--- config.mk ---
export PLATFORM = sky130hd
export DESIGN_NAME = phy_tx_lanes
export DESIGN_NICKNAME = d
export VERILOG_FILES = /design/src/rtl/phy_tx_pkg.sv /design/src/rtl/phy_tx_lanes_lane.sv /design/src/rtl/phy_tx_lanes.sv
export SDC_FILE = /design/constraint.sdc
export NUM_CORES = 1
export LEC_CHECK = 0
export CORE_MARGIN = 4
export CORE_UTILIZATION = 30
export DETAILED_ROUTE_END_ITERATION = 6
export PLACE_DENSITY = 0.49
export REMOVE_ABC_BUFFERS = 1
export SETUP_SLACK_MARGIN = 0.02
export SLEW_MARGIN = 20
export SYNTH_ARGS = -nofsm -noshare
export SYNTH_HDL_FRONTEND = slang
export SYNTH_SLANG_ARGS = --single-unit
--- constraint.sdc ---
create_clock -name clk -period 1.8 [get_ports clk]
set_clock_uncertainty 0.05 [all_clocks]
set_input_delay 0.36 -clock clk [delete_from_list [all_inputs] [get_ports clk]]
set_output_delay 0.36 -clock clk [all_outputs]
set_load 0.005 [all_outputs]
--- src/rtl/phy_tx_pkg.sv ---
// Shared constants for the multi-lane serial transmitter.
// Legal configuration ranges and the default idle symbol.
package phy_tx_pkg;

  localparam logic [7:0] IDLE_SYM_DEF = 8'hBC;

  localparam int DATA_W_MIN = 8;
  localparam int DATA_W_MAX = 64;
  localparam int LANES_MIN  = 1;
  localparam int LANES_MAX  = 8;

  function automatic bit legal_cfg(int dw, int ln);
    return (dw >= DATA_W_MIN) && (dw <= DATA_W_MAX) &&
           (dw % 8 == 0) &&
           (ln >= LANES_MIN) && (ln <= LANES_MAX) &&
           ((ln & (ln - 1)) == 0);
  endfunction

endpackage

--- src/rtl/phy_tx_lanes_lane.sv ---
// One lane: single-entry word buffer plus MSB-first shifter.
// Loads the buffered word (or idle) at each frame boundary.
module lane_serializer #(
  parameter int              DATA_W    = 32,
  parameter logic [DATA_W-1:0] IDLE_WORD = '0
) (
  input  logic              clk,
  input  logic              reset_L,
  input  logic              load,
  input  logic              wr_en,
  input  logic [DATA_W-1:0] wr_data,
  output logic              full,
  output logic              bit_out,
  output logic              active
);

  logic [DATA_W-1:0] word_q;
  logic [DATA_W-1:0] sr;

  always_ff @(posedge clk or negedge reset_L) begin
    if (!reset_L) begin
      word_q <= '0;
      full   <= 1'b0;
      sr     <= '0;
      active <= 1'b0;
    end else begin
      if (wr_en) begin
        word_q <= wr_data;
      end
      if (load) begin
        sr     <= full ? word_q : IDLE_WORD;
        active <= full;
      end else begin
        sr <= {sr[DATA_W-2:0], 1'b0};
      end
      // an empty lane may capture a word on its own load edge
      if (wr_en) begin
        full <= 1'b1;
      end else if (load) begin
        full <= 1'b0;
      end
    end
  end

  assign bit_out = sr[DATA_W-1];

endmodule

--- src/rtl/phy_tx_lanes.sv ---
// Round-robin word distributor feeding LANES serializers
// that share one free-running bit counter / frame timebase.
module phy_tx_lanes
  import phy_tx_pkg::*;
#(
  parameter int         DATA_W   = 32,
  parameter int         LANES    = 2,
  parameter logic [7:0] IDLE_SYM = IDLE_SYM_DEF
) (
  input  logic              clk,
  input  logic              reset_L,
  input  logic              in_valid,
  input  logic [DATA_W-1:0] in_data,
  output logic              in_ready,
  output logic [LANES-1:0]  serial_out,
  output logic [LANES-1:0]  lane_active,
  output logic              frame_start
);

  localparam int PW = (LANES > 1) ? $clog2(LANES) : 1;
  localparam int CW = $clog2(DATA_W);
  localparam logic [DATA_W-1:0] IDLE_WORD =
    {(DATA_W / 8){IDLE_SYM}};
  localparam logic [CW-1:0] CNT_MAX = CW'(DATA_W - 1);
  localparam logic [PW-1:0] PTR_MAX = PW'(LANES - 1);

  if (!legal_cfg(DATA_W, LANES)) begin : g_bad_cfg
    $error("phy_tx_lanes: illegal DATA_W/LANES");
  end

  logic [PW-1:0]    ptr;
  logic [CW-1:0]    cnt;
  logic [LANES-1:0] full;
  logic             load;
  logic             xfer;

  assign load     = (cnt == '0);
  assign in_ready = ~full[ptr];
  assign xfer     = in_valid & in_ready;

  always_ff @(posedge clk or negedge reset_L) begin
    if (!reset_L) begin
      ptr         <= '0;
      cnt         <= '0;
      frame_start <= 1'b0;
    end else begin
      cnt         <= (cnt == CNT_MAX) ? '0 : cnt + 1'b1;
      frame_start <= load;
      if (xfer) begin
        ptr <= (ptr == PTR_MAX) ? '0 : ptr + 1'b1;
      end
    end
  end

  for (genvar i = 0; i < LANES; i++) begin : g_lane
    logic wr_en;
    assign wr_en = xfer && (ptr == PW'(i));

    lane_serializer #(
      .DATA_W    (DATA_W),
      .IDLE_WORD (IDLE_WORD)
    ) u_lane (
      .clk     (clk),
      .reset_L (reset_L),
      .load    (load),
      .wr_en   (wr_en),
      .wr_data (in_data),
      .full    (full[i]),
      .bit_out (serial_out[i]),
      .active  (lane_active[i])
    );
  end

endmodule
### Yosys cells after proc, flatten, opt, wreduce, memory -nomap -nowiden

Index checks and enable logic that the tools add are counted.

* bitwise operators: 3
* $add $sub $neg: 2
* equal/unequal tests: 1
* mux-type cells: 11
* multiply operators: 0
* div/mod/pow operators: 0
* shift-type cells: 0
* $lt $le $gt $ge: 1
* reductions and logical operators: 5

Operator list (number)
* $mux W32: 4
* $mux W1: 6
* $add A5 B1 Y5 const B: 1
* $eq A5 B5 Y1 const B: 1
* $logic_not A5 Y1: 1
* $mux W5: 1
* $reduce_bool A2 Y1: 2
* $logic_and A1 B1 Y1: 2
* $lt A1 B2 Y1 const B: 1
* $not A1 Y1: 2
* $add A1 B1 Y1 const B: 1
* $and A1 B1 Y1: 1

* RAM bits: 0
* latch bits: 0
* output and inout port bits: 6
* memory bits (read-only): 0
* memories: 0
* input bits: 35
* bits in registers: 139
* logic and storage cells: 34

### Depth between registers and ports, before layout

Gate-level depths: netlist of run 1.

* depth after elaboration: 6
* gate-level depth with buffers: 6
* mapped depth without buffers: 5

### Modules after synthesis

A second synthesis of run 1 with hierarchy kept.

* cells, all modules: 323
* area, all modules: 5377.7 µm²

Modules (own cells, without submodules)
* lane_serializer: seq. area each 1651.6 µm², times used 2, cells an instance 148, area an instance 2526.2 µm²
* phy_tx_lanes: seq. area each 175.2 µm², times used 1, cells an instance 27, area an instance 325.3 µm²

### Worst setup path before layout of run 1

OpenSTA, ideal clock, no wires.

* path kind: reg2reg
* from: reg cnt[0]
* to: reg g_lane[0].u_lane.sr[27]
* slack: 195 ps
* library setup time: 125 ps
* period minus slack after synthesis: 1605 ps
* stages on the path, launching flop included: 6
* data arrival time: 1430 ps
* required time: 1625 ps
* path through: dfrtp_1 inv_1 ha_1 nor4b_4 buf_2 mux2_2

* longest elaborated chain between the ends: 2

Ends and longest elaborated chain
* from (decl): line phy_tx_lanes.sv:32 `logic [CW-1:0] cnt;`
* from (signal assigned): line phy_tx_lanes.sv:47 `cnt <= (cnt == CNT_MAX) ? '0 : cnt + 1'b1;`
* $logic_not A5 Y1: line phy_tx_lanes.sv:37 `assign load = (cnt == '0);`
* $mux W32: line phy_tx_lanes_lane.sv:30 `if (load) begin`
* to (signal assigned): line phy_tx_lanes_lane.sv:31 `sr <= full ? word_q : IDLE_WORD;`
* to (signal assigned): line phy_tx_lanes_lane.sv:34 `sr <= {sr[DATA_W-2:0], 1'b0};`
* to (decl): line phy_tx_lanes_lane.sv:18 `logic [DATA_W-1:0] sr;`

No other way between the ends.
A chain may end at the register's enable or synchronous reset.

### Worst setup path in the final report of run 1

* from: reg cnt[0]
* to: reg g_lane[0].u_lane.sr[11]

Same word-level chain as after synthesis.

==> results of run 1 <==
==> worst max path at each step <==
stage                                   to  slack [ps]  cells after the start
2_1_floorplan      g_lane[0].u_lane.active       -1840                      4
3_3_place_gp    g_lane[0].u_lane.word_q[0]         -70                      4
5_1_grt            g_lane[0].u_lane.sr[13]         -20                      7
3_5_place_dp   g_lane[0].u_lane.word_q[29]         -80                      4
6_report           g_lane[0].u_lane.sr[11]          60                      7
4_1_cts            g_lane[1].u_lane.sr[27]          30                      6
==> area by class of cell <==
| class | instances | share of cell area [%] |
|---|---|---|
| repair buffers | 87 | 13.4 |
| well taps | 229 | 3.82 |
| clock buffers | 22 | 6.60 |
| inverters | 26 | 1.30 |
| flip-flops and latches | 139 | 46.4 |
| clock inverters | 8 | 0.902 |
| multi-input cells | 210 | 27.5 |
==> layout by cell type, fill, tap and decap left out, types with 2 or more instances in the layout <==
cell type	Yosys	final
dfrtp_1	139	139
mux2_2	107	71
nand2b_1	40	40
clkdlybuf4s50_1	0	38
mux2_4	0	36
buf_4	7	26
inv_1	26	25
mux2i_1	23	23
clkbuf_16	0	23
nand2_1	22	22
buf_12	0	10
clkinv_2	0	6
clkbuf_8	0	5
buf_6	1	4
and3_1	3	3
nor2_1	3	3
ha_1	3	2
==> cell families (layout without fill, tap and decap cells) <==
logic type | count (synthesis) | after routing | synth area share, %
AND/OR/NAND/NOR | 73 | 73 | 7.52
multiplexers | 130 | 130 | 25.4
flip-flops | 139 | 139 | 61.7
XOR/XNOR | 1 | 1 | 0.155
adder cells (fa/ha/maj) | 3 | 3 | 0.666
AO/OA/AOI/OAI | 3 | 3 | 0.355
buffers and inverters | 50 | 143 | 4.19
==> metrics by stage <==
step / utilization (%) / hold WS (ps)
after floorplan: - / 14.4
after CTS: 38.7 / 330
after global routing: 41.1 / 345
after detailed placement: 35.3 / 209
final: 41.1 / 329
after global placement: 35.3 / 201
==> routing by layer <==
metal / vias up / part of all wire, % / track usage (%)
li1: 1479 / - / -
met2: 43 / 48 / 16.3
met5: - / 0 / 0
met3: 14 / 3.2 / 3.90
met1: 1639 / 47 / 13.6
met4: 0 / 1.4 / 4.42
==> power groups by stage <==
stage / registers [uW] / clock network [uW] / logic, uW
6_report: 4700 / 3290 / 2650
5_1_grt: 4840 / 3530 / 2950
4_1_cts: 4710 / 3390 / 2560
3_5_place_dp: 4760 / 0 / 2530
3_3_place_gp: 4740 / 0 / 2460
2_1_floorplan: 4750 / 0 / 1650
==> flip-flops by register name, summed over array words and instances (netlist names) <==
register,cells
cnt,5
frame_start,1
g_lane.u_lane.sr,64
g_lane.u_lane.active,2
g_lane.u_lane.word_q,64
ptr,1
g_lane.u_lane.full,2
==> what timing repair did <==
item,CTS,global route
endpoints found under the setup margin,36,43
setup buffers,6,17
endpoints found under the hold margin,25,0
hold buffers,1,0
pin swaps,0,1
resized for setup,1,42
gates cloned,0,7
==> impl_metrics.json, run 1 <==
{
  "synth.avg_cell_area_um2": 14.1,
  "peakVddDrop_v": 0.000712,
  "worst_setup_path_start_kind": "flop",
  "postRouteAntennaNets": 0,
  "insertion_delay_ps": 420,
  "cp_slowest_cell": "dfrtp_1",
  "vias_per_cell": 4.40,
  "seq_area_frac_synth_pct": 61.7,
  "pin_count": 41,
  "maxCapViolCount": 0,
  "grt_pass1_vias": 3256,
  "placed_area_um2": 6430,
  "synth_top_area_share_pct": 61.7,
  "setup_viol": 0,
  "crit_family": "buffers and inverters",
  "dpl_worst_slack_ps": -82.7,
  "coreArea_um2": 18200,
  "finalSetupTns_ps": 0,
  "max-clock-path-buffers": 2,
  "worst_slack_ps": 61.8,
  "r2r_end": "g_lane[0].u_lane.sr[11]",
  "yosysMostFrequentCell": "dfrtp_1",
  "p_per_area_nw_per_um2": 1420,
  "htree_num_levels": 4,
  "path_cells": "inv_1, ha_2, nor4b_4, buf_4, clkbuf_16, clkbuf_16, mux2_2",
  "yosys-top-cells-area": "dfrtp_1 (62%), mux2_2 (21%), nand2b_1 (4.4%)",
  "nNetsFinal": 519,
  "netSwitchingPower_uw": 2720,
  "stdcell_count": 721,
  "p_clk_share_pct": 30.9,
  "worst-setup-path-type": "reg2reg",
  "vias": 3175,
  "fp.dieH_um": 145,
  "worstReg2RegStart": "cnt[0]",
  "total_power_uw": 10600,
  "grt_max_degree": 75,
  "cp.required_ps": 2050,
  "max_clock_freq_ghz": 0.575,
  "drt-total-wl_mm": 11.2,
  "yosys.area.top_type": "dfrtp_1",
  "register_area_um2": 3480,
  "n_fill_cell": 1685,
  "internal_power_uw": 7920,
  "ff2ff_setup_slack_ps": 60,
  "finalWeightedCongestion": 0.669,
  "drt_iter0_drc": 79,
  "netlist_top_cells_count": "dfrtp_1 (139), mux2_2 (107), nand2b_1 (40)",
  "synthArstFlopShare_pct": 100,
  "p_seq_share_pct": 44.2,
  "cts_made_buffers": 17,
  "cts_root_buffer": "clkbuf_16",
  "final_max_slew_viol_count": 0,
  "worst_pin_slew_ps": 395,
  "clkSlewWorstSetupHoldPaths_ps": 60,
  "drcViolationCount": 0,
  "syn_area_um2": 5640,
  "critical_path_buf_inv_count": 4,
  "hold_viol": 0,
  "yosysUniqueCellTypes": 22,
  "end_kind": "flop",
  "multiInputGateArea_um2": 2060,
  "ys_warn_count": 0,
  "dp_hpwl_mm": 6.45,
  "slowest_delay_ps": 380,
  "relSlewSlack_pct": 73.7,
  "io_buffers": 40,
  "worstRegToRegCells": 7,
  "drtPass1Iterations": 4,
  "timing.final.crit_share_pct": 96.6,
  "synth-seq-cells": 139,
  "cp.arrival_ps": 1990,
  "synth_flop_cell": "dfrtp_1",
  "start_util_pct": 31.0,
  "postSynthCellCount": 399,
  "leakagePower_uw": 0.00340,
  "numClockSinks": 139,
  "die_area_um2": 21100,
  "dieWidth_um": 145,
  "status": "finished clean",
  "areaGrowthSynthToFinish_pct": 32.8,
  "cpMostUsedCell": "clkbuf_16",
  "comb_power_share_pct": 24.9,
  "sw_frac_of_total_pct": 25.5,
  "grt_usage_pct": 10.6,
  "antenna_found_initial": 0,
  "hold_path_class": "in2async",
  "final_layout_size_suffix_gt1_share_pct": 38.2,
  "wl_per_cell_um": 15.5,
  "cts_tree": "done",
  "path_max_fanout": 7,
  "crit_start": "cnt[0]",
  "grt_remaining_overflow": 0,
  "synth_edf_count": 0,
  "grt_first_pass_wirelength_mm": 17.4,
  "rsz0062_at_grt": "yes",
  "placed_cells": 660,
  "finish.instance_area_um2": 7490,
  "rows": 49,
  "finalCriticalPeriod_ps": 1740,
  "diodes": 0
}
Power figures use the tool's default switching activity.
==> run 2, diff against run 1 <==
--- a/config.mk
+++ b/config.mk
@@ -11,7 +11,7 @@
 export PLACE_DENSITY = 0.49
 export REMOVE_ABC_BUFFERS = 1
 export SETUP_SLACK_MARGIN = 0.02
-export SLEW_MARGIN = 20
+export SLEW_MARGIN = 30
 export SYNTH_ARGS = -nofsm -noshare
 export SYNTH_HDL_FRONTEND = slang
 export SYNTH_SLANG_ARGS = --single-unit
==> results of run 2 <==
Final layout, timing and power as in run 1 (identical DEF).
==> run 3, diff against run 2 <==
--- a/config.mk
+++ b/config.mk
@@ -6,9 +6,9 @@
 export NUM_CORES = 1
 export LEC_CHECK = 0
 export CORE_MARGIN = 4
-export CORE_UTILIZATION = 30
+export CORE_UTILIZATION = 58
 export DETAILED_ROUTE_END_ITERATION = 6
-export PLACE_DENSITY = 0.49
+export PLACE_DENSITY = 0.82
 export REMOVE_ABC_BUFFERS = 1
 export SETUP_SLACK_MARGIN = 0.02
 export SLEW_MARGIN = 30
==> run 3 against run 2 <==
Compared with the run above: first-iteration DRC count increased by 53%; non-clock buffer count decreased by 12; wire length increased by 4.2%; worst hold slack got worse by 64 ps; register-to-register slack got worse by 20 ps; fmax decreased by 0.93%; global-route usage increased by 9.0 points; critical path type unchanged; highest routed layer unchanged.
==> impl_metrics.json, run 3 (synthesis results as in run 1) <==
{
  "dp_hpwl_mm": 6.12,
  "areaGrowthSynthToFinish_pct": 28.3,
  "numClockSinks": 139,
  "p_per_area_nw_per_um2": 1550,
  "relSlewSlack_pct": 75.3,
  "path_max_fanout": 12,
  "placed_cells": 561,
  "finish.instance_area_um2": 7240,
  "max_clock_freq_ghz": 0.570,
  "worstRegToRegCells": 6,
  "nNetsFinal": 507,
  "rows": 35,
  "io_buffers": 40,
  "cp_slowest_cell": "dfrtp_1",
  "htree_num_levels": 4,
  "worst-setup-path-type": "reg2reg",
  "drt_iter0_drc": 121,
  "coreArea_um2": 9370,
  "placed_area_um2": 6290,
  "worst_pin_slew_ps": 371,
  "worst_setup_path_start_kind": "flop",
  "final_cell_mix": "dfrtp_1 (137), mux2_2 (84), nand2b_1 (40), clkdlybuf4s50_1 (34), inv_1 (25)",
  "dpl_worst_slack_ps": -107,
  "finalCriticalPeriod_ps": 1750,
  "grt_pass1_vias": 3427,
  "finalWeightedCongestion": 0.744,
  "max-clock-path-buffers": 2,
  "maxCapViolCount": 0,
  "fin_util_pct": 77.2,
  "vias_per_cell": 5.32,
  "total_power_uw": 11200,
  "rsz0062_at_grt": "yes",
  "grt_usage_pct": 19.6,
  "peakVddDrop_v": 0.000909,
  "setup_viol": 0,
  "cp.arrival_ps": 2100,
  "hold_viol": 0,
  "grt_remaining_overflow": 0,
  "grt_max_degree": 44,
  "vias": 3253,
  "dieWidth_um": 107,
  "end_kind": "flop",
  "antenna_found_initial": 0,
  "cts_made_buffers": 17,
  "cp.required_ps": 2140,
  "die_area_um2": 11400,
  "drtPass1Iterations": 4,
  "worst_slack_ps": 45.5,
  "insertion_delay_ps": 510,
  "postRouteAntennaNets": 0,
  "n_fill_cell": 553,
  "cts_root_buffer": "clkbuf_8",
  "leakagePower_uw": 0.00332,
  "grt_first_pass_wirelength_mm": 17.0,
  "fp.dieH_um": 107,
  "drcViolationCount": 0,
  "final_common_cell": "dfrtp_1",
  "slowest_delay_ps": 420,
  "timing.final.crit_share_pct": 97.5,
  "status": "finished clean",
  "final_layout_size_suffix_gt1_share_pct": 37.1,
  "wl_per_cell_um": 19.1,
  "path_cells": "inv_2, ha_4, nor4b_4, buf_6, buf_12, mux2_2",
  "stdcell_count": 611,
  "cts_tree": "done",
  "drt-total-wl_mm": 11.7,
  "pin_count": 41,
  "diodes": 0,
  "start_util_pct": 60.2,
  "largestRegisters": "g_lane.u_lane.sr: 64 flops, g_lane.u_lane.word_q: 64 flops, cnt: 5 flops",
  "hold_path_class": "in2async",
  "clkSlewWorstSetupHoldPaths_ps": 60,
  "final_max_slew_viol_count": 0
}
[run 3: changes by cell type in the layout (fill, tap and decap cells not counted), sizes merged]
cell	before	now
bufinv	1	5
clkinv	6	4
clkdlybuf4s50	38	34
buf	41	32
dlygate4sd2	1	2
clkbuf	28	25
inv	26	27
dlymetal6s2s	0	2
[run 3: final timing paths]
kind                                        startpoint                     endpoint  slack [ps]
worst max-delay path                            cnt[0]      g_lane[0].u_lane.sr[10]          50
worst min-delay path                           reset_L  g_lane[1].u_lane.word_q[28]         260
worst max register to register                  cnt[0]      g_lane[0].u_lane.sr[10]          50
worst min register to register  g_lane[1].u_lane.sr[9]      g_lane[1].u_lane.sr[10]         430
max in group asynchronous                      reset_L  g_lane[0].u_lane.word_q[16]         870
min in group clk                g_lane[1].u_lane.sr[9]      g_lane[1].u_lane.sr[10]         430
[run 3: stage by stage]
step | setup TNS, ps | hold WS, ps
after floorplan | -156030 | 14.4
after global placement | -1530 | 235
after detailed placement | -3050 | 237
after CTS | 0 | 264
after global routing | -179 | 273
final | 0 | 265
[run 3: critical path: cells and delay by family, from the launching register on]
kind                     cells  cell delay, ps
multiplexers                 1             350
adder cells (fa/ha/maj)      1             120
buffers and inverters        3             480
flip-flops                   1             420
AND/OR/NAND/NOR              1             200
[run 3: layout make-up]
cell class                      instances  area (um^2)  share of cell area, %
Clock buffer                           21          449                   6.21
Clock inverter                         11          190                   2.63
Inverter                               26         97.6                   1.35
Multi-Input combinational cell        210         2020                   28.0
Sequential cell                       139         3480                   48.1
Tap cell                              129          161                   2.23
Timing Repair Buffer                   75          833                   11.5
[run 3: what timing repair did]
action | in CTS | in global routing
gates resized for setup | 5 | 31
hold buffers | 1 | 0
buffers inserted | 2 | 12
hold endpoints to repair | 34 | 0
endpoints found under the setup margin | 5 | 44
cloned | 0 | 3
[run 3: power breakdown]
part           switching (uW)  leakage, uW  internal, uW
Combinational            1140      0.00130          1560
Clock                    1280     0.000312          2460
Sequential                505      0.00171          4270
Total                    2930      0.00332          8300
[run 3: per-layer routing]
metal / track usage, % / routed length (um) / up-vias
li1: - / - / 1460
met3: 5.36 / 341 / 18
met1: 24.6 / 4940 / 1721
met5: 0 / 0 / -
met4: 5.66 / 192 / 0
met2: 33.5 / 6200 / 54
